## src/rtl/if_fetch_unit_pkg.sv

```systemverilog
// rtl/if_fetch_unit_pkg.sv - shared constants, FSM encoding and helpers for the IF stage
package if_fetch_unit_pkg;

    localparam logic [31:0] RESET_PC_DEF  = 32'h0000_0000;
    localparam logic [31:0] NOP_INSTR_DEF = 32'h0000_0013;

    typedef enum logic [1:0] {
        IF_RUN   = 2'd0,
        IF_WAIT  = 2'd1,
        IF_DRAIN = 2'd2
    } if_state_e;

    function automatic logic [31:0] word_align(input logic [31:0] addr);
        return {addr[31:2], 2'b00};
    endfunction

endpackage

```

## src/rtl/if_skid_buffer.sv

```systemverilog
// rtl/if_skid_buffer.sv - one-entry {pc, instr} holding slot between imem response and IF/ID
module if_skid_buffer (
    input  logic        clk,
    input  logic        rst_n,
    input  logic        push,
    input  logic        pop,
    input  logic        flush,
    input  logic [31:0] push_pc,
    input  logic [31:0] push_instr,
    output logic        valid,
    output logic [31:0] pc,
    output logic [31:0] instr
);

    // A push in the same cycle as a pop replaces the entry rather than emptying it.
    always_ff @(posedge clk or negedge rst_n) begin
        if (!rst_n) begin
            valid <= 1'b0;
            pc    <= 32'd0;
            instr <= 32'd0;
        end else if (flush) begin
            valid <= 1'b0;
        end else if (push) begin
            valid <= 1'b1;
            pc    <= push_pc;
            instr <= push_instr;
        end else if (pop) begin
            valid <= 1'b0;
        end
    end

endmodule

```

## src/rtl/if_fetch_unit.sv

```systemverilog
// rtl/if_fetch_unit.sv - RV32I fetch stage: PC, single-outstanding imem fetch, IF/ID register
module if_fetch_unit
    import if_fetch_unit_pkg::*;
#(
    parameter logic [31:0] RESET_PC  = RESET_PC_DEF,
    parameter logic [31:0] NOP_INSTR = NOP_INSTR_DEF
) (
    input  logic        clk,
    input  logic        rst_n,
    output logic        imem_req,
    output logic [31:0] imem_addr,
    input  logic        imem_gnt,
    input  logic        imem_rvalid,
    input  logic [31:0] imem_rdata,
    input  logic        id_stall,
    input  logic        id_branch,
    input  logic [31:0] id_target,
    output logic        if_id_valid,
    output logic [31:0] if_id_pc,
    output logic [31:0] if_id_instr
);

    if_state_e   state;
    logic [31:0] pc;
    logic [31:0] inflight_pc;
    logic        skid_valid;
    logic [31:0] skid_pc;
    logic [31:0] skid_instr;

    logic redirect;
    logic resp;
    logic writable;

    assign redirect  = id_branch & if_id_valid;
    assign resp      = (state == IF_WAIT) & imem_rvalid & ~redirect;
    assign writable  = ~if_id_valid | ~id_stall;
    // Gating with rst_n keeps the request low for the whole reset window.
    assign imem_req  = rst_n & (state == IF_RUN) & ~redirect & ~skid_valid;
    assign imem_addr = pc;

    if_skid_buffer u_skid (
        .clk        (clk),
        .rst_n      (rst_n),
        .push       (resp & (~writable | skid_valid)),
        .pop        (writable & skid_valid),
        .flush      (redirect),
        .push_pc    (inflight_pc),
        .push_instr (imem_rdata),
        .valid      (skid_valid),
        .pc         (skid_pc),
        .instr      (skid_instr)
    );

    always_ff @(posedge clk or negedge rst_n) begin
        if (!rst_n) begin
            state       <= IF_RUN;
            pc          <= RESET_PC;
            inflight_pc <= RESET_PC;
            if_id_valid <= 1'b0;
            if_id_pc    <= 32'd0;
            if_id_instr <= NOP_INSTR;
        end else if (redirect) begin
            pc          <= word_align(id_target);
            if_id_valid <= 1'b0;
            if_id_instr <= NOP_INSTR;
            // An outstanding response must still be absorbed before the next fetch.
            case (state)
                IF_WAIT, IF_DRAIN: state <= imem_rvalid ? IF_RUN : IF_DRAIN;
                default:           state <= IF_RUN;
            endcase
        end else begin
            case (state)
                IF_RUN: begin
                    if (imem_req && imem_gnt) begin
                        inflight_pc <= pc;
                        pc          <= pc + 32'd4;
                        state       <= IF_WAIT;
                    end
                end
                IF_WAIT, IF_DRAIN: begin
                    if (imem_rvalid) state <= IF_RUN;
                end
                default: state <= IF_RUN;
            endcase

            if (writable) begin
                if (skid_valid) begin
                    if_id_valid <= 1'b1;
                    if_id_pc    <= skid_pc;
                    if_id_instr <= skid_instr;
                end else if (resp) begin
                    if_id_valid <= 1'b1;
                    if_id_pc    <= inflight_pc;
                    if_id_instr <= imem_rdata;
                end else begin
                    if_id_valid <= 1'b0;
                    if_id_instr <= NOP_INSTR;
                end
            end
        end
    end

endmodule

```

## config.mk

```make
export PLATFORM = sky130hd
export DESIGN_NAME = if_fetch_unit
export DESIGN_NICKNAME = d
export VERILOG_FILES = /design/src/rtl/if_fetch_unit_pkg.sv /design/src/rtl/if_skid_buffer.sv /design/src/rtl/if_fetch_unit.sv
export SDC_FILE = /design/constraint.sdc
export NUM_CORES = 1
export LEC_CHECK = 0
export ABC_AREA = 0
export BUFFER_PORTS_ARGS = -buffer_cell sky130_fd_sc_hd__buf_2
export CORE_MARGIN = 2
export CORE_UTILIZATION = 36
export CTS_BUF_LIST = sky130_fd_sc_hd__clkbuf_4
export DETAILED_ROUTE_END_ITERATION = 8
export PLACE_DENSITY = 0.63
export REMOVE_ABC_BUFFERS = 1
export SLEW_MARGIN = 15
export SYNTH_ARGS = -nofsm -noshare
export SYNTH_HDL_FRONTEND = slang
export SYNTH_HIERARCHICAL = 1
export SYNTH_SLANG_ARGS = --single-unit
```

## constraint.sdc

```tcl
create_clock -name clk -period 3.5 [get_ports clk]
set_clock_uncertainty 0.05 [all_clocks]
set_input_delay 0.7 -clock clk [delete_from_list [all_inputs] [get_ports clk]]
set_output_delay 0.7 -clock clk [all_outputs]
set_load 0.02 [all_outputs]
```

==> impl_metrics.ini <==
[route]
wirelength_um = 22200
viasPerCell = 5.01
vias = 6342
drt-wirelength-per-cell_um = 17.5
drc_errors = 0
ant_nets = 0
drt_first_pass_iters = 5
drt_iter0_markers = 483

[worst_hold_path]
worstHoldStart = id_target[19]
hp-class = in2reg

[sta]
timing.hold.ws_ns = 0.275
setup_viol = 0
min_period_over_period = 0.814
final.setup.tns_ns = 0
hold_viol = 0
max_slew.worst_pin.slew_ns = 1.06
final-max-slew-violation-count = 0
rsz0062_at_grt = false
max_freq_mhz = 351
slew_headroom = 0.296
min_period_ns = 2.85

[global_route]
grt_overflow_total = 0
grt_max_degree = 64
grt_usage = 0.177
grt_pass1_wl_um = 35900
grt_pass1_vias = 6312
antenna_found_initial = 1

[outcome]
status = complete, no violations

[worst_setup_path]
crit_required_ns = 2.75
cp-end-kind = output pin
startpoint = state[0]
critical_path_arrival_ns = 2.10
crit_type = reg2out
cp-start-kind = flip-flop
reg2reg_from = u_skid/valid
cp_max_fo = 6

[placed_design]
post-place-cells = 1233
io_buffers = 163
gp_congestion = 0.754
dp_hpwl_um = 14600

[yosys]
yosys.cell_types.count = 60
synth-async-reset-ratio = 1.00
syn_area_mm2 = 0.00878
synthFlopType = dfrtp_1
syn_inst = 777
synth-seq-cells = 192
yosysSeqAreaShare = 0.547
syn_avg_cell_area_um2 = 11.3
ys_warn_count = 6
synth_edf_count = 0

[clock_tree]
cts.sinks = 192
cts_tree = yes
cts.repair.resized = 0
cts_buffer_depth = 2
htree_levels = 4
cts_buffers = 17
cts-root-buf = clkbuf_4
clkTransAtPathRegs_ns = 0.15
clock_latency_ns = 0.57

[floorplanning]
die_area_mm2 = 0.0257
start_util = 0.364
fp.dieH_um = 160
fp.dieW_um = 160
fp-row-count = 57
core_mm2 = 0.0241
pin_count = 168

[final_layout]
area_growth_pct = 15.0
nets = 1002
layout-drive-gt1-share = 0.312
final_cells = 1267
nFillCells = 2423

[job]
drv_cap = 0

[power]
ir_worst_vdd_mv = 0.394
finalPower_mw = 8.31
power_density_mw_per_mm2 = 822
cellLeakagePower_nw = 4.80
final timing paths:
check / end / slack [ns] / cells past startpoint
setup / recovery: imem_req / 0.65 / 5
hold / removal: imem_addr[19] / 0.28 / 2
setup reg to reg: u_skid/pc[31] / 0.91 / 5
hold reg to reg: if_id_pc[3] / 0.44 / 2
max in group asynchronous: u_skid/pc[26] / 1.76 / 3
min in group asynchronous: u_skid/instr[16] / 0.52 / 2
kinds of logic after synthesis:
logic type                 Yosys count  synth area share
xor gates and xnor gates             7           0.00698
other                                1          0.000427
buffers and inverters               56            0.0397
DFF                                192             0.547
and+or+nand+nor                    262             0.140
adders and majority gates            3           0.00427
muxes                              104             0.154
AOI/OAI and AO/OA                  152             0.108
layout make-up:
class	count	area [um2]	area share
Inverter	8	30.0	0.00297
Sequential cell	192	4810	0.476
Timing Repair Buffer	178	952	0.0943
Multi-Input combinational cell	532	3650	0.362
Clock inverter	12	92.6	0.00917
Antenna cell	1	2.50	0.000248
Tap cell	324	405	0.0401
Clock buffer	20	150	0.0149
synth_stat cells (4+ instances only):
library cell    n  share of area
nor2_1         31          0.013
o21ai_0        68          0.039
inv_1           7         0.0030
buf_2          10         0.0057
dfrtp_1       189           0.54
nand4_1        13         0.0093
mux2i_1        38          0.043
a21oi_1        16         0.0091
nand2_1       170          0.073
a311oi_1        5         0.0050
o21a_1          4         0.0034
clkbuf_1       26          0.011
mux2_4         60           0.10
nor3_1          6         0.0034
xor2_1          4         0.0040
a211oi_1        8         0.0068
buf_12          7          0.016
mux2_2          6         0.0077
and3_1          5         0.0036
nand3_1        10         0.0057
a22oi_1        30          0.026
routing by layer:
layer / wire length (um) / part of all wire / GRT usage / up-vias
met4: 80 / 0.0036 / 0.0254 / 0
met3: 1270 / 0.057 / 0.0434 / 13
met2: 10200 / 0.46 / 0.276 / 205
met5: 0 / 0 / 0 / -
li1: - / - / - / 3024
met1: 10600 / 0.48 / 0.256 / 3100
metrics by stage:
step	area, um2	worst slack (ns)	util
after floorplan	8480	-0.753	-
after global placement	9840	0.914	0.408
after detailed placement	9840	0.824	0.408
after CTS	10100	0.575	0.419
after global routing	10100	0.492	0.419
final	10100	0.652	0.419
state kept, by name, summed over array words and instances, names as in the netlist:
name,flops
if_id_instr,32
if_id_pc,32
if_id_valid,1
imem_addr,30
inflight_pc,30
state,2
u_skid/instr,32
u_skid/pc,32
u_skid/valid,1
critical path: stages (launching register included):
cell and delay (ns):
dfrtp_1 0.43, inv_1 0.07, ha_1 0.22, a21bo_4 0.30
nor3b_1 0.30, buf_2 0.22
repair_timing:
action / 4_1_cts / 5_1_grt
hold buffers: 1 / 0
buffers inserted: 0 / 0
hold endpoints to repair: 21 / 0
placed cells by master, fill, tap and decap left out, types with 7 or more instances in the layout:
master	n
dfrtp_1	188
nand2_1	170
buf_2	162
o21ai_0	68
mux2_4	60
mux2i_1	38
a22oi_1	30
nor2_1	29
clkbuf_4	20
a21oi_1	16
nand4_1	13
buf_4	13
nand3_1	10
a211oi_1	8
inv_1	7
power by group:
part | switching (mW) | internal [mW]
Clock | 0.758 | 0.368
Combinational | 1.90 | 1.39
Sequential | 0.808 | 3.08
(Power assumes the default switching activity.)
